**config.mk**
```make
export PLATFORM = sky130hd
export DESIGN_NAME = hwpe_axi_stream_sink
export DESIGN_NICKNAME = d
export VERILOG_FILES = /design/src/rtl/hwpe_axi_stream_sink.sv
export SDC_FILE = /design/constraint.sdc
export NUM_CORES = 1
export LEC_CHECK = 0
export BUFFER_PORTS_ARGS = -buffer_cell sky130_fd_sc_hd__buf_2
export CELL_PAD_IN_SITES_DETAIL_PLACEMENT = 0
export CELL_PAD_IN_SITES_GLOBAL_PLACEMENT = 1
export CORE_MARGIN = 2
export CORE_UTILIZATION = 47
export DETAILED_ROUTE_END_ITERATION = 12
export GPL_TIMING_DRIVEN = 0
export PLACE_DENSITY_LB_ADDON = 0.1
export RECOVER_POWER = 50
export SYNTH_ARGS = -nofsm -noshare
export SYNTH_HDL_FRONTEND = slang
export SYNTH_SLANG_ARGS = --single-unit
export TNS_END_PERCENT = 20
```
**constraint.sdc**
```tcl
create_clock -name clk -period 8.6 [get_ports clk]
set_input_delay 0.86 -clock clk [delete_from_list [all_inputs] [get_ports clk]]
set_output_delay 0.86 -clock clk [all_outputs]
set_load 0.005 [all_outputs]
```
**src/rtl/hwpe_axi_stream_sink.sv**
```systemverilog
// Stream-to-TCDM write sink: takes valid/ready beats and writes them at 3-level strided addresses.
// Optional grant-stall counter enabled by defining HWPE_SINK_STALL_CNT_EN.
module hwpe_axi_stream_sink #(
  parameter int unsigned CLUS_ADDR_WIDTH     = 32,
  parameter int unsigned CLUS_DATA_WIDTH     = 32,
  parameter int unsigned CLUS_BE_WIDTH       = CLUS_DATA_WIDTH/8,
  parameter logic [31:0] WORD_STRIDE         = 32'h4,
  parameter int unsigned STREAM_COUNTER_BITS = 16
) (
  input  logic                           clk,
  input  logic                           rst,
  input  logic                           en,
  input  logic                           start_i,
  input  logic [31:0]                    base_addr_i,
  input  logic [STREAM_COUNTER_BITS-1:0] trans_size_i,
  input  logic [15:0]                    line_length_i,
  input  logic [15:0]                    line_stride_i,
  input  logic [15:0]                    feat_length_i,
  input  logic [15:0]                    feat_stride_i,
  input  logic [CLUS_DATA_WIDTH-1:0]     data_i,
  input  logic [CLUS_BE_WIDTH-1:0]       strb_i,
  input  logic                           valid_i,
  output logic                           ready_o,
  output logic                           tcdm_req_o,
  output logic [CLUS_ADDR_WIDTH-1:0]     tcdm_add_o,
  output logic                           tcdm_wen_o,
  output logic [CLUS_BE_WIDTH-1:0]       tcdm_be_o,
  output logic [CLUS_DATA_WIDTH-1:0]     tcdm_data_o,
  input  logic                           tcdm_gnt_i,
  output logic                           busy_o,
  output logic                           done_o,
  output logic [31:0]                    stall_cnt_o
);
  localparam int unsigned AW  = CLUS_ADDR_WIDTH;
  localparam int unsigned SCB = STREAM_COUNTER_BITS;

  typedef enum logic [1:0] {IDLE, RUN, DONE} state_t;

  typedef struct packed {
    logic [AW-1:0]  base;
    logic [SCB-1:0] size;
    logic [15:0]    len;
    logic [15:0]    flen;
    logic [AW-1:0]  lstride;
    logic [AW-1:0]  fstride;
  } cfg_t;

  state_t         state_q, state_d;
  cfg_t           cfg_q;
  logic [15:0]    word_cnt, line_cnt;
  logic [AW-1:0]  word_off, line_off, feat_off;
  logic [SCB-1:0] acc_cnt, gnt_cnt;
  logic           start_cond, accept, grant, last_gnt;

  assign start_cond = (state_q == IDLE) && start_i && en;
  assign grant      = tcdm_req_o && tcdm_gnt_i;
  assign last_gnt   = grant && (gnt_cnt == cfg_q.size - 1'b1);
  assign ready_o    = (state_q == RUN) && (acc_cnt < cfg_q.size) && (!tcdm_req_o || tcdm_gnt_i);
  assign accept     = valid_i && ready_o;
  assign busy_o     = (state_q != IDLE);
  assign done_o     = (state_q == DONE);
  assign tcdm_wen_o = ~tcdm_req_o;

  always_ff @(posedge clk) begin
    if (rst) state_q <= IDLE;
    else     state_q <= state_d;
  end

  always_comb begin
    state_d = state_q;
    case (state_q)
      IDLE:    if (start_i) state_d = (trans_size_i == '0) ? DONE : RUN;
      RUN:     if (last_gnt) state_d = DONE;
      DONE:    state_d = IDLE;
      default: state_d = IDLE;
    endcase
    if (!en) state_d = IDLE;
  end

  always_ff @(posedge clk) begin
    if (rst) begin
      cfg_q       <= '0;
      word_cnt    <= '0;
      line_cnt    <= '0;
      word_off    <= '0;
      line_off    <= '0;
      feat_off    <= '0;
      acc_cnt     <= '0;
      gnt_cnt     <= '0;
      tcdm_req_o  <= 1'b0;
      tcdm_add_o  <= '0;
      tcdm_be_o   <= '0;
      tcdm_data_o <= '0;
    end else if (!en) begin
      // abort: pending beat is discarded along with all progress
      word_cnt   <= '0;
      line_cnt   <= '0;
      word_off   <= '0;
      line_off   <= '0;
      feat_off   <= '0;
      acc_cnt    <= '0;
      gnt_cnt    <= '0;
      tcdm_req_o <= 1'b0;
    end else begin
      if (start_cond) begin
        cfg_q.base    <= base_addr_i;
        cfg_q.size    <= trans_size_i;
        cfg_q.len     <= (line_length_i == '0) ? 16'd1 : line_length_i;
        cfg_q.flen    <= (feat_length_i == '0) ? 16'd1 : feat_length_i;
        cfg_q.lstride <= {{(AW-16){line_stride_i[15]}}, line_stride_i};
        cfg_q.fstride <= {{(AW-16){feat_stride_i[15]}}, feat_stride_i};
        word_cnt      <= '0;
        line_cnt      <= '0;
        word_off      <= '0;
        line_off      <= '0;
        feat_off      <= '0;
        acc_cnt       <= '0;
        gnt_cnt       <= '0;
      end
      if (accept) begin
        tcdm_req_o  <= 1'b1;
        tcdm_add_o  <= cfg_q.base + feat_off + line_off + word_off;
        tcdm_data_o <= data_i;
        tcdm_be_o   <= strb_i;
        acc_cnt     <= acc_cnt + 1'b1;
        if (word_cnt < cfg_q.len - 16'd1) begin
          word_cnt <= word_cnt + 16'd1;
          word_off <= word_off + WORD_STRIDE[AW-1:0];
        end else if (line_cnt < cfg_q.flen - 16'd1) begin
          word_cnt <= '0;
          line_cnt <= line_cnt + 16'd1;
          word_off <= '0;
          line_off <= line_off + cfg_q.lstride;
        end else begin
          word_cnt <= '0;
          line_cnt <= '0;
          word_off <= '0;
          line_off <= '0;
          feat_off <= feat_off + cfg_q.fstride;
        end
      end else if (grant) begin
        tcdm_req_o <= 1'b0;
      end
      if (grant) gnt_cnt <= gnt_cnt + 1'b1;
    end
  end

`ifdef HWPE_SINK_STALL_CNT_EN
  logic [31:0] stall_q;
  always_ff @(posedge clk) begin
    if (rst)                             stall_q <= '0;
    else if (start_cond)                 stall_q <= '0;
    else if (tcdm_req_o && !tcdm_gnt_i)  stall_q <= stall_q + 32'd1;
  end
  assign stall_cnt_o = stall_q;
`else
  assign stall_cnt_o = '0;
`endif

endmodule

```
# Yosys cells after proc, flatten, opt, wreduce, memory -nomap -nowiden
# Cells that the tools add are included.
# classes
n_addsub	13
order_cmp	3
n_eq_ne	5
muxes	28
bitwise_logic	2
n_reduce_logical	21
# ops
cell	count
$mux 32	11
$mux 16	11
$add 32x32->32	5
$add 16x1->16 const B	4
$logic_not 16->1	3
$lt 16x16->1	3
$sub 16x1->16 const B	3
$add 32x3->32 const B	1
$eq 16x16->1	1
$reduce_bool 2->1	4
$logic_and 1x1->1	7
$mux 2	3
$reduce_and 2->1	3
$ne 2x2->1 const B	2
$pmux 2 s2	1
$eq 2x1->1 const B	1
$eq 2x2->1 const B	1
$logic_not 2->1	1
$mux 1	2
$not 1->1	2
$reduce_or 2->1	1
$logic_not 1->1	1
$logic_or 1x1->1	1
# word_totals
ff_bits	343
output_inout_bits	105
wordCells	90

# Logic depth before layout (Yosys ltp)
# depth
depth_word	7
mapped_depth	19
depth_no_buf	17

# Worst setup path after synthesis
# Ideal clock, no wire load.
# synth_timing
kind	register to register
from	register word_off[2]
to	register tcdm_add_o[27]
arrival_time_ns	3.862
required_time_ns	8.530
setup_slack_ns	4.668
path_stages_with_launch	16
synth_period_minus_slack_ns	3.932
path_cell_list	dfxtp_1 > inv_1 > fa_1 > fa_1 > inv_1 > fa_1 > a21o_1 > a21oi_1 > o21bai_1 > o31a_1 > o2111a_1 > a211o_1 > a221oi_1 > xnor2_1 > nand2_1 > a21oi_1
# synth_between
elab_chain_cells	1
# synth_lines
element	line_no	text
start: declaration	51	logic [AW-1:0] word_off, line_off, feat_off;
start signal: assignment	128	word_off <= word_off + WORD_STRIDE[AW-1:0];
$add 32x32->32	122	tcdm_add_o <= cfg_q.base + feat_off + line_off + word_off;
end signal: assignment	122	
end: declaration	25	output logic [CLUS_ADDR_WIDTH-1:0] tcdm_add_o,
# No other way between the ends.
# A chain may end at the register's enable or synchronous reset.

# Worst setup path in the final report
# layout_timing
from	register cfg_q[101] (netlist bit)
to	register line_cnt[13]
# layout_between
elab_chain_cells	5
# layout_lines
element	line_no	text
start: declaration	49	cfg_t cfg_q;
$lt 16x16->1	58	assign ready_o = (state_q == RUN) && (acc_cnt < cfg_q.size) && (!tcdm_req_o || tcdm_gnt_i);
$logic_and 1x1->1 (2 in series)	58	
$logic_and 1x1->1	59	assign accept = valid_i && ready_o;
$mux 16	120	if (accept) begin
end signal: assignment	131	line_cnt <= line_cnt + 16'd1;
end: declaration	50	logic [15:0] word_cnt, line_cnt;
# No other way between the ends.

==> results.md <==
* Outcome: complete, but fails checks
* Violated checks: capacitance limit, slew limit
* Post-CTS Setup Repair Bufs at 0
* Crit-path max FO at 10
* Final setup fails at 0
* Final GP Congestion at 0.937
* Post-CTS sizing at 0
* Antenna Violating Nets Remaining at 0
* Iteration-0 DRC count of the detailed router at 1663
* RR Endpoint: line_cnt[13]$_SDFF_PP0_
* Layout area overhead at 15.4%
* Post-synth ARST share at 0
* First-pass GRT wire length at 107000 um
* Die H at 218 um
* Per-cell routed wire length at 18.8 um
* Synth Area per Inst at 7.71 um^2
* Number of global-route vias before repair at 19200
* Total GRT Usage at 0.288
* Die Area at 0.0477 mm^2
* CTS root buffer: clkbuf_16
* Yosys cell types at 70
* Commonest cells after routing, fill and taps aside: 488 x nand2_1, 363 x a21oi_1, 341 x dfxtp_1
* Max Cap Violations at 1
* HP Class: reg -> reg
* R2r setup slk at 3.59 ns
* Fill cells at 4484
* Worst path cell trace: inv_1 -> ha_1 -> a21o_1 -> a21o_1 -> a2111oi_0 -> o21ai_2 -> a2111oi_0 -> o21ai_0 -> nor2_1 -> nor2_1 -> clkbuf_1 -> o21ai_0 -> a21oi_1
* Grt ovf at 0
* CP startpoint: cfg_q[101]$_SDFFE_PP0P_
* Fin nets at 3465
* Fin crit period at 5.01 ns
* Post-Layout Cell Count at 3733
* CP Launch Type: flop
* Design area at 0.0249 mm^2
* Clock slew at reported path FFs at 0.06 ns
* Static Leakage at 10.5 nW
* Core area at 0.0454 mm^2
* GR Layer Usage met1 at 0.407
* Total buffers and inverters traversed by the critical path at 2
* Final WS setup at 3.59 ns
* Num Clock Sinks at 341
* GR peak layer: met2
* Initial antenna violation count at 1
* PD cells at 157 mW/mm^2
* Dpl ws at 3.66 ns
* Final Util at 0.549
* CP Capture Point: line_cnt[13]$_SDFF_PP0_
* Hold Slack at 0.451 ns
* Synth area leader: dfxtp_1
* Vias per Instance at 5.54
* Clock buffer depth at 3
* Hold buffers post-CTS at 0
* Setup CP Type: reg -> reg
* TritonRoute pass-1 iters at 7
* Top FF cell, synth: dfxtp_1
* Initial Util at 0.476
* Final Hold Viols at 0
* Worst-case reg-to-reg path depth at 13
* Number of flops mapped to enable cells by yosys at 0
* Met3 usage in global routing at 0.0370
* Top-area cell type share of the netlist area at 0.316
* WP data required at 9.01 ns
* Final setup TNS at 0 ns
* CTS buffer count at 42
* Critical path arrival at 5.42 ns
* Via Count at 20700
* Post-synthesis cell area at 0.0216 mm^2
* Worst slew pin tran at 1.63 ns
* Die W at 218 um
* FP Rows at 78
* I/O pin cnt at 259
* Crit. path cell count at 13
* Slew headroom at -0.0841
* Overall Power at 3.90 mW
* Largest net degree at the start of global routing at 20
* Warnings from Yosys at 0
* CTS tree: done
* I/O Buffers at 225
* Critical Path Slowest Stage Cell: nor2_1
* Max incr delay on CP at 0.70 ns
* Peak VDD IR at 0.131 mV
* Layout cell share with drive strength beyond 1 at 0.0970
* Post-synthesis cell count at 2801
* Crit share post-route at 0.582
* Worst Hold Launch: tcdm_data_o[12]$_SDFFE_PP0P_
* Placed cells at 3657
* Delay-heaviest family, CP: compound AO/OA/AOI/OAI gates
* Reg2reg start: cfg_q[101]$_SDFFE_PP0P_
* Most common cell after layout, fill and taps aside: nand2_1
* F_max at 0.200 GHz
* # DRC at 0
* Synth area leaders: dfxtp_1 32%, ha_1 8.6%, nand2_1 8.5%, a21oi_1 8.4%, fa_1 5.7%
* Ant. Diodes at 0
* Seq/Total Area, Yosys at 0.316
* RSZ-0062 raised after global routing: false
* Met2 usage at 0.456
* CTS H-tree depth at 2
* Detail Placement HPWL at 55100 um
* Slew Limit Fails at 11
* Fin Clk Skew at 0.0225 ns
* Worst skew pair latency at 0.57 ns
* Final wirelength at 70000 um
* CP Capture Type: flop
* Placed cell areas at 0.0236 mm^2
* FF+latch count, synth at 341
[sequential cells by signal, indices dropped and copies added, names as in the netlist, 30 cells and up]
register and count:
line_off 32, word_off 30, feat_off 32, cfg_q 112, tcdm_add_o 32, tcdm_data_o 32
[cells in the mapped netlist (all sizes together), types with 6 or more instances]
library cell  instances
or2                  10
xor2                 49
nor2b                15
nand2b               26
nor4                 27
o21ai               142
o31a                  6
nand4                19
o211ai               11
nor2                154
a311oi                8
a21o                 53
mux2i                 6
a211oi               20
nor3b                11
xnor2                84
or4                   7
nand3               116
and3                 55
and2                 12
o31ai                 6
ha                  148
inv                 205
o21bai               12
nor3                 44
nand2               488
or3                  18
o22ai                 6
a31oi                22
a21oi               363
o21a                 14
clkbuf              109
nand3b               26
dfxtp               341
a211o                 9
buf                  44
fa                   62
[logic make-up after synthesis]
| logic type | share of synthesized area |
|---|---|
| and+or+nand+nor | 0.221 |
| AOI/OAI and AO/OA | 0.194 |
| muxes | 0.00278 |
| buffers and inverters | 0.0685 |
| other | 0.000174 |
| DFF | 0.316 |
| adders and majority gates | 0.143 |
| xor gates and xnor gates | 0.0539 |
[final cells by class]
class	count	area (um^2)	share of cell area
Clock inverter	12	101	0.00407
Inverter	205	769	0.0309
Multi-Input combinational cell	2133	13400	0.537
Timing Repair Buffer	225	1070	0.0428
Sequential cell	341	6830	0.274
Clock buffer	64	1330	0.0533
Buffer	153	709	0.0285
Tap cell	600	751	0.0301
[report_power, final]
| part | internal, mW | leakage [nW] | switching [mW] |
|---|---|---|---|
| Combinational | 0.165 | 6.99 | 0.280 |
| Sequential | 1.61 | 2.76 | 0.0300 |
| Clock | 1.09 | 0.706 | 0.722 |
| Total | 2.87 | 10.5 | 1.03 |
[per-layer routing]
metal	up-vias	routed length (um)
met5	-	0
met4	0	1920
met3	87	4130
met2	691	30600
met1	9708	33400
li1	10200	-
[worst min-delay path by stage]
stage / end / slack (ns) / cells past startpoint
floorplan: cfg_q[114]$_SDFFE_PP0P_ / 0.44 / 2
global placement: tcdm_data_o[16]$_SDFFE_PP0P_ / 0.44 / 2
detailed placement: tcdm_add_o[19]$_SDFFE_PP0P_ / 0.44 / 2
CTS: tcdm_add_o[19]$_SDFFE_PP0P_ / 0.45 / 2
global route: cfg_q[130]$_SDFFE_PP0P_ / 0.47 / 2
finish: tcdm_data_o[12]$_SDFFE_PP0P_ / 0.45 / 2
[tightest hold or removal path: cells and delay by family (launching register included)]
family | cells | cell delay (ns)
simple gates | 1 | 0.05
compound gates | 1 | 0.05
flops | 1 | 0.30
Power figures use the tool's default switching activity.
